==> config.mk <==
export PLATFORM = sky130hd
export DESIGN_NAME = nbody_readback
export DESIGN_NICKNAME = d
export VERILOG_FILES = /design/src/rtl/nbody_readback.sv
export SDC_FILE = /design/constraint.sdc
export NUM_CORES = 1
export LEC_CHECK = 0
export CAP_MARGIN = 20
export CORE_UTILIZATION = 40
export CTS_BUF_LIST = sky130_fd_sc_hd__clkbuf_4
export DETAILED_ROUTE_END_ITERATION = 16
export MAX_ROUTING_LAYER = met4
export PLACE_DENSITY = 0.63
export SLEW_MARGIN = 10
export SYNTH_ARGS = -nofsm -noshare
export SYNTH_HDL_FRONTEND = slang
export SYNTH_SLANG_ARGS = --single-unit
==> constraint.sdc <==
create_clock -name clk -period 5.13 [get_ports clk]
set_input_delay 0.513 -clock clk [delete_from_list [all_inputs] [get_ports clk]]
set_output_delay 0.513 -clock clk [all_outputs]
set_load 0.02 [all_outputs]
==> src/rtl/nbody_readback.sv <==
// nbody_readback: Avalon-MM master that drains finished nbody frames.
// Each frame it polls DONE, reads every body's x/y double, converts both
// to clamped screen coordinates and streams one pixel record per body.
// Afterwards it runs the READ/DONE handshake so nbody can start the next frame.
module nbody_readback #(
    parameter int BODIES      = 512,
    parameter int IDX_W       = $clog2(BODIES),
    parameter int ADDR_WIDTH  = 16,
    parameter int DATA_WIDTH  = 64,
    parameter int SCR_W       = 640,
    parameter int SCR_H       = 480,
    parameter int PIX_W       = 10,
    parameter int SCALE_SHIFT = 0
) (
    input  logic                  clk,
    input  logic                  rst,
    input  logic                  enable,
    input  logic [IDX_W-1:0]      num_bodies,
    output logic [ADDR_WIDTH-1:0] m_addr,
    output logic                  m_read,
    output logic                  m_write,
    output logic                  m_chipselect,
    output logic [DATA_WIDTH-1:0] m_writedata,
    input  logic [DATA_WIDTH-1:0] m_readdata,
    output logic                  pix_valid,
    input  logic                  pix_ready,
    output logic [PIX_W-1:0]      pix_x,
    output logic [PIX_W-1:0]      pix_y,
    output logic [IDX_W-1:0]      pix_idx,
    output logic                  pix_last,
    output logic                  frame_done,
    output logic                  busy
);

    // Sum width leaves room for origin +/- an (PIX_W+1)-bit magnitude.
    localparam int S_W = PIX_W + 3;
    localparam int M_W = PIX_W + 1;

    // Upper address bits selecting nbody registers / memories.
    localparam logic [6:0] PG_DONE = 7'b1000000;
    localparam logic [6:0] PG_X    = 7'b1000001;
    localparam logic [6:0] PG_Y    = 7'b1000010;
    localparam logic [6:0] PG_FLAG = 7'b0000001;

    localparam logic [S_W-1:0]   ORG_X = S_W'(SCR_W / 2);
    localparam logic [S_W-1:0]   ORG_Y = S_W'(SCR_H / 2);
    localparam logic [PIX_W-1:0] MAX_X = PIX_W'(SCR_W - 1);
    localparam logic [PIX_W-1:0] MAX_Y = PIX_W'(SCR_H - 1);

    typedef enum logic [3:0] {
        IDLE, POLL_DONE, RD_X, RD_Y, CONV, EMIT, ACK, WAIT_CLR, RELEASE, FDONE
    } state_t;

    state_t state_r, state_s;
    logic   phase_r, phase_s;           // 0 = first, 1 = second cycle of a read
    logic [IDX_W-1:0] idx_r, idx_s;
    logic [IDX_W-1:0] nb_r;
    logic [63:0]      xr_r, yr_r;

    logic                  m_read_s, m_write_s, wbit_s;
    logic [ADDR_WIDTH-1:0] m_addr_s;

    // Convert a double to a screen coordinate around origin, clamped to 0..lim.
    function automatic logic [PIX_W-1:0] to_coord(input logic [63:0] v,
                                                  input logic [S_W-1:0] origin,
                                                  input logic [PIX_W-1:0] lim);
        logic [10:0]           exp_f;
        int                    e_i;
        logic [5:0]            sh;
        logic [M_W-1:0]        mag;
        logic                  sat;
        logic signed [S_W-1:0] s;
        logic [PIX_W-1:0]      res;
        exp_f = v[62:52];
        e_i   = int'(exp_f) - 32'sd1023 - SCALE_SHIFT;
        sh    = 6'd0;
        mag   = '0;
        sat   = 1'b0;
        s     = '0;
        res   = '0;
        if (exp_f == 11'd0 || e_i < 32'sd0) begin
            mag = '0;
        end else if (exp_f == 11'h7FF || e_i >= PIX_W + 1) begin
            sat = 1'b1;
        end else begin
            sh  = 6'(32'sd52 - e_i);
            mag = M_W'({1'b1, v[51:0]} >> sh);
        end
        if (sat) begin
            res = v[63] ? '0 : lim;
        end else begin
            if (v[63]) begin
                s = $signed(origin) - $signed({{(S_W-M_W){1'b0}}, mag});
            end else begin
                s = $signed(origin) + $signed({{(S_W-M_W){1'b0}}, mag});
            end
            if (s[S_W-1]) begin
                res = '0;
            end else if (s > $signed({{(S_W-PIX_W){1'b0}}, lim})) begin
                res = lim;
            end else begin
                res = s[PIX_W-1:0];
            end
        end
        return res;
    endfunction

    // State and read-phase register.
    always_ff @(posedge clk) begin
        if (rst) begin
            state_r <= IDLE;
            phase_r <= 1'b0;
        end else begin
            state_r <= state_s;
            phase_r <= phase_s;
        end
    end

    // Next-state logic; reads finish when phase_r is 1 (data sampled then).
    always_comb begin
        state_s = state_r;
        phase_s = 1'b0;
        idx_s   = idx_r;
        case (state_r)
            IDLE: begin
                if (enable) begin
                    state_s = POLL_DONE;
                end else begin
                    state_s = IDLE;
                end
            end
            POLL_DONE: begin
                if (!phase_r) begin
                    phase_s = 1'b1;
                end else if (m_readdata[0]) begin
                    idx_s   = '0;
                    state_s = (nb_r == '0) ? ACK : RD_X;
                end else begin
                    state_s = POLL_DONE;
                end
            end
            RD_X: begin
                if (!phase_r) begin
                    phase_s = 1'b1;
                end else begin
                    state_s = RD_Y;
                end
            end
            RD_Y: begin
                if (!phase_r) begin
                    phase_s = 1'b1;
                end else begin
                    state_s = CONV;
                end
            end
            CONV: state_s = EMIT;
            EMIT: begin
                if (pix_ready) begin
                    if (pix_last) begin
                        state_s = ACK;
                    end else begin
                        state_s = RD_X;
                        idx_s   = idx_r + IDX_W'(1);
                    end
                end else begin
                    state_s = EMIT;
                end
            end
            ACK: state_s = WAIT_CLR;
            WAIT_CLR: begin
                if (!phase_r) begin
                    phase_s = 1'b1;
                end else if (!m_readdata[0]) begin
                    state_s = RELEASE;
                end else begin
                    state_s = WAIT_CLR;
                end
            end
            RELEASE: state_s = FDONE;
            FDONE:   state_s = IDLE;
            default: state_s = IDLE;
        endcase
    end

    // Bus command for the upcoming state, registered below so strobes are glitch-free.
    always_comb begin
        m_read_s  = 1'b0;
        m_write_s = 1'b0;
        wbit_s    = 1'b0;
        m_addr_s  = '0;
        case (state_s)
            POLL_DONE, WAIT_CLR: begin
                m_read_s = 1'b1;
                m_addr_s = ADDR_WIDTH'({PG_DONE, {IDX_W{1'b0}}});
            end
            RD_X: begin
                m_read_s = 1'b1;
                m_addr_s = ADDR_WIDTH'({PG_X, idx_s});
            end
            RD_Y: begin
                m_read_s = 1'b1;
                m_addr_s = ADDR_WIDTH'({PG_Y, idx_s});
            end
            ACK: begin
                m_write_s = 1'b1;
                wbit_s    = 1'b1;
                m_addr_s  = ADDR_WIDTH'({PG_FLAG, {IDX_W{1'b0}}});
            end
            RELEASE: begin
                m_write_s = 1'b1;
                m_addr_s  = ADDR_WIDTH'({PG_FLAG, {IDX_W{1'b0}}});
            end
            default: begin
                m_read_s = 1'b0;
            end
        endcase
    end

    // Registered bus and status outputs.
    always_ff @(posedge clk) begin
        if (rst) begin
            m_addr       <= '0;
            m_read       <= 1'b0;
            m_write      <= 1'b0;
            m_chipselect <= 1'b0;
            m_writedata  <= '0;
            pix_valid    <= 1'b0;
            frame_done   <= 1'b0;
            busy         <= 1'b0;
        end else begin
            m_addr       <= m_addr_s;
            m_read       <= m_read_s;
            m_write      <= m_write_s;
            m_chipselect <= m_read_s | m_write_s;
            m_writedata  <= {{(DATA_WIDTH-1){1'b0}}, wbit_s};
            pix_valid    <= (state_s == EMIT);
            frame_done   <= (state_s == FDONE);
            busy         <= (state_s != IDLE);
        end
    end

    // Frame datapath: body index, captured positions and the pixel record.
    always_ff @(posedge clk) begin
        if (rst) begin
            idx_r    <= '0;
            nb_r     <= '0;
            xr_r     <= '0;
            yr_r     <= '0;
            pix_x    <= '0;
            pix_y    <= '0;
            pix_idx  <= '0;
            pix_last <= 1'b0;
        end else begin
            idx_r <= idx_s;
            if (state_r == IDLE && enable) begin
                nb_r <= num_bodies;
            end else begin
                nb_r <= nb_r;
            end
            if (state_r == RD_X && phase_r) begin
                xr_r <= m_readdata[63:0];
            end else begin
                xr_r <= xr_r;
            end
            if (state_r == RD_Y && phase_r) begin
                yr_r <= m_readdata[63:0];
            end else begin
                yr_r <= yr_r;
            end
            if (state_r == CONV) begin
                pix_x    <= to_coord(xr_r, ORG_X, MAX_X);
                pix_y    <= to_coord(yr_r, ORG_Y, MAX_Y);
                pix_idx  <= idx_r;
                pix_last <= (idx_r == nb_r - IDX_W'(1));
            end else begin
                pix_x    <= pix_x;
                pix_y    <= pix_y;
                pix_idx  <= pix_idx;
                pix_last <= pix_last;
            end
        end
    end

endmodule

# Yosys cells after proc, flatten, opt, wreduce, memory -nomap -nowiden
# Index checks and enable logic that the tools add are counted.
dict set report op_classes {
  add_sub_neg 10
  n_lt_le_gt_ge 6
  eq_ne 19
  n_shift 2
  muxes 53
  bitwise_logic 2
  reduce_logical 17
}
# cell n
set op_table {}
lappend op_table {{53-bit by 6-bit right shift with 11-bit output} 2}
lappend op_table {{13-bit 2-to-1 mux} 8}
lappend op_table {{11-bit 2-to-1 mux} 8}
lappend op_table {{10-bit 2-to-1 mux} 7}
lappend op_table {{16-bit case mux with 4 select lines} 1}
lappend op_table {{9-bit 2-to-1 mux} 5}
lappend op_table {{4-bit case mux with 9 select lines} 1}
lappend op_table {{4-bit by 3-bit equality test with 1-bit output (second input constant)} 7}
lappend op_table {{12-bit by 5-bit greater-or-equal comparator with 1-bit output (second input constant)} 2}
lappend op_table {{12-bit by 1-bit < comparator with 1-bit output (second input constant)} 2}
lappend op_table {{4-bit 2-to-1 mux} 6}
lappend op_table {{11-bit by 10-bit subtractor with 12-bit output (second input constant)} 2}
lappend op_table {{11-bit equality test (second input constant)} 2}
lappend op_table {{11-bit logical NOT} 2}
lappend op_table {{9-bit case mux with 2 select lines} 1}
lappend op_table {{4-bit by 2-bit equality test with 1-bit output (second input constant)} 4}
lappend op_table {{13-bit by 10-bit > comparator with 1-bit output (second input constant)} 1}
lappend op_table {{13-bit by 11-bit > comparator with 1-bit output (second input constant)} 1}
lappend op_table {{1-bit 2-to-1 mux} 13}
lappend op_table {{8-bit by 11-bit adder with 12-bit output (first input constant)} 1}
lappend op_table {{9-bit by 11-bit adder with 12-bit output (first input constant)} 1}
lappend op_table {{4-bit equality test (second input constant)} 3}
lappend op_table {{5-bit by 6-bit subtractor with 6-bit output (first input constant)} 2}
lappend op_table {{8-bit by 11-bit subtractor with 12-bit output (first input constant)} 1}
lappend op_table {{15 further kinds} 26}
dict set report totals {
  ff_bits 267
  input_bits 77
  wordCells 128
}

# Logic depth before layout (Yosys ltp)
# Gate-level depths: netlist of run 1.
dict set report logic_depth {
  ltp_word 16
  depth_mapped 22
}

# Worst setup path before layout of run 1
# Ideal clock, no wire load.
dict set report synth_path {
  path_type {register to register}
  from {reg xr_r[52]}
  to {reg pix_x[9]}
  arrival_ps 4721
  required_ps 5011
  path_slack_ps 290
  path_stages_with_launch 20
  cell_sequence {dfxtp_1 buf_2 buf_2 inv_1 ha_1 buf_2 buf_2 buf_4 mux4_2 mux4_2 a2111oi_0 nor2_1 nand2_1 inv_1 ha_1 o31ai_1 a31oi_1 o21ai_2 nand2_1 o221a_1}
}
dict set report synth_between {
  elab_chain_len 16
}
# item line_no
set synth_rtl {}
lappend synth_rtl {{from (decl)} 58} ;# logic [63:0] xr_r, yr_r;
lappend synth_rtl {{from (signal assigned)} 261} ;# xr_r <= m_readdata[63:0];
lappend synth_rtl {{from (signal assigned)} 263} ;# xr_r <= xr_r;
lappend synth_rtl {{11-bit by 10-bit subtractor with 12-bit output} 75} ;# e_i = int'(exp_f) - 32'sd1023 - SCALE_SHIFT;
lappend synth_rtl {{5-bit by 6-bit subtractor with 6-bit output or 12-bit by 5-bit greater-or-equal comparator with 1-bit output (tied branches)} {86, 83}}
lappend synth_rtl {{53-bit by 6-bit right shift with 11-bit output or 1-bit logical OR (tied branches)} {87, 83}}
lappend synth_rtl {{11-bit 2-to-1 mux} 83} ;# end else if (exp_f == 11'h7FF || e_i >= PIX_W + 1) begin
lappend synth_rtl {{11-bit 2-to-1 mux} 81} ;# if (exp_f == 11'd0 || e_i < 32'sd0) begin
lappend synth_rtl {{11-bit 2-to-1 mux} 270} ;# if (state_r == CONV) begin
lappend synth_rtl {{11-bit 2-to-1 mux} 244} ;# if (rst) begin
lappend synth_rtl {{9-bit by 11-bit adder with 12-bit output or 9-bit by 11-bit subtractor with 12-bit output (tied branches)} {95, 93}}
lappend synth_rtl {{13-bit 2-to-1 mux} 92} ;# if (v[63]) begin
lappend synth_rtl {{13-bit 2-to-1 mux} 89} ;# if (sat) begin
lappend synth_rtl {{13-bit 2-to-1 mux} 270}
lappend synth_rtl {{13-bit 2-to-1 mux} 244}
lappend synth_rtl {{13-bit by 11-bit > comparator with 1-bit output} 99} ;# end else if (s > $signed({{(S_W-PIX_W){1'b0}}, lim})) begin
lappend synth_rtl {{10-bit 2-to-1 mux} 99}
lappend synth_rtl {{10-bit 2-to-1 mux} 97} ;# if (s[S_W-1]) begin
lappend synth_rtl {{10-bit 2-to-1 mux (*)} 89}
lappend synth_rtl {{to (signal assigned)} 271} ;# pix_x <= to_coord(xr_r, ORG_X, MAX_X);
lappend synth_rtl {{to (signal assigned)} 276} ;# pix_x <= pix_x;
lappend synth_rtl {{to (decl)} 27} ;# output logic [PIX_W-1:0] pix_x,
# Mark *: on every way between the ends. The rest lies on a longest branch, timed or not. The select of a mux whose other input is x is not followed.
# A chain may end at the register's enable or synchronous reset.

# Final worst setup path of run 1
# Same ends and word-level chain as after synthesis.

==> metrics.cfg, run 1 <==
[min_path]
holdCritStartpoint=m_readdata[6]
hp-class=in -> reg
min_path_cells=3
holdPathEnd=xr_r[6]$_SDFFE_PP0P_

[placed_design]
post-dp-hpwl_um=29200
placed_cells=2121
pre_cts_ws_ps=274
place_area_mm2=0.0147
gp_congestion=0.961
io_buffers=120

[pwr]
p_leak_nw=4.99
p_total_w=0.00267
pwr_density_cell_mw_per_mm2=178
peakVddDrop_mv=0.173

[synthesis]
yosys.area_share.xor_xnor_pct=2.30
synth-seq-area-share_pct=28.1
synth_compound_area_share_pct=19.9
synthSimpleGateAreaFrac_pct=22.1
ys.flop_type=dfxtp_1
synth_cell_type_count=90
ys_async_sr_fraction_pct=0
synth_edf_count=0
ys_ff_latch=187
synthMuxAreaShare_pct=17.3
yosysWarnings=0
avgSynthCellArea_um2=8.15
syn_area_mm2=0.0133
synth.area.top_cells=dfxtp_1 (28%), mux4_2 (15%), nand2_1 (9.0%), a21oi_1 (6.9%), buf_4 (4.3%)
synth_cells=1636
synth_top_family_by_area=simple AND/OR/NAND/NOR gates
yosys.area.top_type_share_pct=28.1
synth_area_leader_cell=dfxtp_1
synth_fa_ha_area_share_pct=1.67

[setup_path]
critPathLaunch=xr_r[52]$_SDFFE_PP0P_
reg2reg_slack_ps=260
crit_slowest_cell=or4_4
cp-start-kind=register
r2r_cells=17
worstSetupPathType=reg -> reg
path_cells=inv_1 -> ha_2 -> and3b_1 -> o21a_4 -> or4_4 -> nand2_4 -> mux4_2 -> a2111oi_1 -> nor2_2 -> nand2_1 -> inv_1 -> ha_1 -> o31ai_1 -> a31oi_1 -> o21ai_2 -> nand2_1 -> o221a_1
crit_required_ps=5630
crit_arrival_ps=5370
rr_endpoint=pix_x[9]$_SDFFE_PP0P_
slowest_delay_ps=610
cp-end-kind=register
cp_max_fo=15
worstReg2RegStart=xr_r[52]$_SDFFE_PP0P_

[cells_and_area]
area_delta_synth_final_pct=12.8
instances_no_fill=2155
seqCellArea_mm2=0.00375
final_cell_mix=nand2_1 (321), a21oi_1 (184), dfxtp_1 (184), nor2_1 (120), clkdlybuf4s50_1 (119)
multi_input_area_mm2=0.00873
fin_area_mm2=0.0150
nNetsFinal=1793
nFillCells=3258
layout-drive-gt1-share_pct=12.7
final_common_cell=nand2_1

[grt]
grt.overflow.total=0
grt_pass1_vias=11275
grt_max_degree=178
antenna_found_initial=2
grt_use_total_pct=23.7
grt_first_pass_wirelength_um=61400

[cts]
clk_path_buf_depth=2
clock_latency_ps=620
hold_buffers=0
cts-root-buf=clkbuf_4
cts-htree-levels=4
cts_tree=done
clock-sinks=187
clkTransAtPathRegs_ps=150
cts_setup_buffers=0
cts_resized=0
cts_buffers=17

[routing]
drtIter0Drc=1029
firstDrtPassIters=6
routed-via-count=12417
wl_per_cell_um=18.0
vias_per_cell=5.76
route.final.wire_length_um=38800
drtAntennaViolNets=0
drcViolationCount=0

[timing]
hold_violations=0
period_share_pct=94.9
setup_slack_ps=260
fin_crit_ps=4870
rsz0062_at_grt=no
fmax_ghz=0.205
finalMaxSlewViolations=0
relSlewSlack_pct=32.2
fin_skew_ps=35.8
fin_setup_tns_ps=0
setup_violations=0
worst_pin_slew_ps=1010

[floorplan]
die_h_um=185
io_pins=193
coreArea_mm2=0.0326
start_util_pct=40.9
num_rows=66
fp.dieW_um=185
dieArea_mm2=0.0340

[outcome]
status=finished clean

[run]
maxCapViolCount=0

==> stage by stage <==
step | hold WS, ps | util [%]
2_1_floorplan | 433 | -
3_3_place_gp | 443 | 45.0
3_5_place_dp | 448 | 45.0
4_1_cts | 402 | 46.0
5_1_grt | 444 | 46.1
6_report | 450 | 46.1
==> critical path, delay by kind of cell (launching register included) <==
kind / cells / cell delay (ps)
compound gates: 6 / 1570
simple gates: 6 / 1510
mux: 1 / 540
fa+ha+maj: 2 / 520
flops: 1 / 470
buf+inv: 2 / 160
==> state kept, by name, summed over array words and instances (netlist names) <==
| register | count |
|---|---|
| frame_done | 1 |
| idx_r | 9 |
| state_r | 4 |
| m_read | 1 |
| m_write | 1 |
| yr_r | 57 |
| nb_r | 9 |
| m_addr | 12 |
| phase_r | 1 |
| pix_y | 10 |
| pix_valid | 1 |
| xr_r | 58 |
| pix_last | 1 |
| pix_idx | 9 |
| m_chipselect | 1 |
| m_writedata | 1 |
| busy | 1 |
| pix_x | 10 |
==> power by group <==
| group | switching [W] | leakage, nW | internal [W] |
|---|---|---|---|
| Combinational | 0.000152 | 3.31 | 0.000101 |
| Clock | 0.000535 | 0.173 | 0.000403 |
| Sequential | 0.0000162 | 1.51 | 0.00147 |
| Total | 0.000703 | 4.99 | 0.00197 |
==> area by class of cell <==
cell class,count,share of cell area (%)
Sequential cell,187,24.9
Inverter,32,0.799
Multi-Input combinational cell,1297,58.1
Antenna cell,2,0.0333
Timing Repair Buffer,164,10.3
Clock buffer,19,0.949
Clock inverter,12,1.26
Tap cell,442,3.68
==> worst max-delay path by stage <==
stage | slack, ps | endpoint | cells after the start
floorplan | 290 | pix_x[9]$_SDFFE_PP0P_ | 19
global placement | 260 | pix_x[9]$_SDFFE_PP0P_ | 17
detailed placement | 270 | pix_x[9]$_SDFFE_PP0P_ | 18
CTS | 230 | pix_x[9]$_SDFFE_PP0P_ | 18
global route | 1 | pix_x[9]$_SDFFE_PP0P_ | 18
finish | 260 | pix_x[9]$_SDFFE_PP0P_ | 17
==> cells in the mapped netlist (18+ instances only) <==
library cell	instances
nand2_1	321
dfxtp_1	187
a21oi_1	185
nor2_1	121
mux4_2	86
buf_4	77
clkbuf_1	73
o21ai_0	59
nor3_1	35
inv_1	30
mux2i_1	29
nand3_1	29
a31oi_1	25
and3_1	23
buf_2	22
xnor2_1	18
==> routing by layer <==
layer  GRT usage (%)  wire [um]  up-vias
met1            32.4      17700     5890
met4            8.57       1120        0
met3            3.24       2530       74
met2            35.5      17400      518
li1                -          -     5935
met5               -          0        -
==> logic make-up (layout without fill, tap and decap cells) <==
logic type / after synthesis / after routing
other: 1 / 69
DFF: 187 / 187
buffers and inverters: 218 / 227
and+or+nand+nor: 643 / 643
xor gates and xnor gates: 35 / 35
AOI/OAI and AO/OA: 412 / 412
adders and majority gates: 18 / 18
muxes: 122 / 122
Note: power is estimated with default switching activity, not from simulation.
==> inputs of run 2 (changes only) <==
- ABC_AREA: default -> 0
==> results of run 2 <==
No change in the layout: final DEF, timing and power equal those of run 1.
==> inputs of run 3 (changes only) <==
- CTS_BUF_LIST: sky130_fd_sc_hd__clkbuf_4 -> sky130_fd_sc_hd__clkbuf_16
==> run 3 against run 2 <==
  * Die area unchanged
  * First-iteration DRC count is 8.4% higher
  * Flip-flop and latch count is the same
  * Global-route usage is 0.13 points higher
  * Maximum frequency hardly changed
  * Setup slack improved by 4.8 ps
  * Combinational power about the same
  * Largest cell class unchanged
  * Largest power group unchanged
==> metrics.cfg, run 3 (synthesized netlist as in run 1, its figures left out) <==
[run]
maxCapViolCount=0

[setup_path]
worstSetupPathType=reg -> reg
cp_num_buf_inv=2
path_cells=inv_1 -> ha_2 -> and3b_1 -> o21a_4 -> or4_4 -> nand2_4 -> mux4_2 -> a2111oi_1 -> nor2_2 -> nand2_1 -> inv_1 -> ha_1 -> o31ai_1 -> a31oi_1 -> o21ai_2 -> nand2_1 -> o221a_1
crit_slowest_cell=or4_4
cp_max_fo=15
critPathLaunch=xr_r[52]$_SDFFE_PP0P_
cp-end-kind=register
slowest_delay_ps=610
path_delay_family=compound AO/OA/AOI/OAI gates
worstReg2RegStart=xr_r[52]$_SDFFE_PP0P_
cp-start-kind=register
crit_required_ps=5460
crit_arrival_ps=5190

[timing]
fmax_ghz=0.206
fin_skew_ps=12.1
finalMaxSlewViolations=0
period_share_pct=94.8
setup_violations=0
worst_pin_slew_ps=1030
rsz0062_at_grt=no
fin_crit_ps=4870
fin_setup_tns_ps=0
hold_violations=0
relSlewSlack_pct=31.0

[placed_design]
io_buffers=120
gp_congestion=0.961
post-dp-hpwl_um=29200

[routing]
route.final.wire_length_um=38900
vias_per_cell=5.76
drcViolationCount=0
routed-via-count=12413
firstDrtPassIters=5
drtAntennaViolNets=0
wl_per_cell_um=18.1
drtIter0Drc=1115

[floorplan]
coreArea_mm2=0.0326
fp.dieW_um=185
dieArea_mm2=0.0340
start_util_pct=40.9
io_pins=193
num_rows=66
die_h_um=185

[cells_and_area]
nNetsFinal=1793
utilization_pct=46.9
largest_reg_flops=58
final_cell_mix=nand2_1 (321), a21oi_1 (184), dfxtp_1 (184), nor2_1 (120), clkdlybuf4s50_1 (119)
final_common_cell=nand2_1
nFillCells=3210
reg_top3=xr_r (58), yr_r (57), m_addr (12)
area_delta_synth_final_pct=14.9
layout-drive-gt1-share_pct=12.6
regMostFlops=xr_r

[cts]
cts_tree=done
cts_buffers=17
clkTransAtPathRegs_ps=70
clk_path_buf_depth=2
cts-htree-levels=4
cts-root-buf=clkbuf_16
clock_latency_ps=440
cts_setup_buffers=0
clock-sinks=187

[grt]
grt_max_degree=178
grt_pass1_vias=11350
gr-usage-met3_pct=3.38
met2_usage_pct=35.3
grt_busiest_layer=met2
met1_usage_pct=32.6
grt.overflow.total=0
grt_use_total_pct=23.8
grt_first_pass_wirelength_um=61700
antenna_found_initial=1

[min_path]
holdCritStartpoint=pix_idx[6]$_SDFFE_PP0P_
hp-class=reg -> reg

[pwr]
peakVddDrop_mv=0.256
p_leak_nw=5.12
pwr_density_cell_mw_per_mm2=205
p_total_w=0.00315

[outcome]
status=finished clean

==> run 3: changes by cell type in the layout (fill, tap and decap cells not counted), sizes merged <==
cell,delta
clkbuf,-2
diode,-1
inv,+2
==> run 3: layout make-up <==
cell class / count / area [um2] / share of cell area [%]
multi-input cells: 1297 / 8720 / 57.0
flip-flops and latches: 187 / 3750 / 24.5
repair buffers: 164 / 1550 / 10.1
well taps: 442 / 553 / 3.61
clock buffers: 17 / 425 / 2.78
clock inverters: 14 / 196 / 1.28
inverters: 32 / 120 / 0.784
diodes: 1 / 2.50 / 0.0163
==> run 3: what timing repair did <==
action                                  in CTS  in global routing
hold buffers                                 0                  0
endpoints found under the setup margin       0                 10
gates resized for setup                      0                  7
==> run 3: power breakdown <==
group          switching, W  internal, W
sequential        0.0000162      0.00146
combinational      0.000152     0.000101
clock              0.000596     0.000818
==> run 3: worst paths after layout <==
kind / to / slack, ps / cells past startpoint
worst max-delay path: pix_x[9]$_SDFFE_PP0P_ / 260 / 17
worst min-delay path: pix_idx[6]$_SDFFE_PP0P_ / 460 / 2
worst max register to register: pix_x[9]$_SDFFE_PP0P_ / 260 / 17
worst min register to register: pix_idx[6]$_SDFFE_PP0P_ / 460 / 2
==> run 3: per-layer routing <==
layer	wire (um)	part of all wire (%)
met2	17300	44
met4	1230	3.2
met1	17800	46
met5	0	0
met3	2590	6.7
==> run 3: worst register-to-register path: cells and delay by family, from the launching register on <==
kind	cells	cell delay [ps]
adders and majority gates	2	530
DFF	1	440
AOI/OAI and AO/OA	6	1570
buffers and inverters	2	160
muxes	1	540
and+or+nand+nor	6	1520
==> run 3: per-stage QoR <==
stage               instance area, um2  setup slack, ps  hold WS, ps  cells
finish                           15300              264          457   2154
global route                     15300          0.00622          470   2154
CTS                              15300              242          457   2152
detailed placement               14700              274          448   2121
global placement                 14700              261          443   2121
floorplan                        13600              290          433   1702
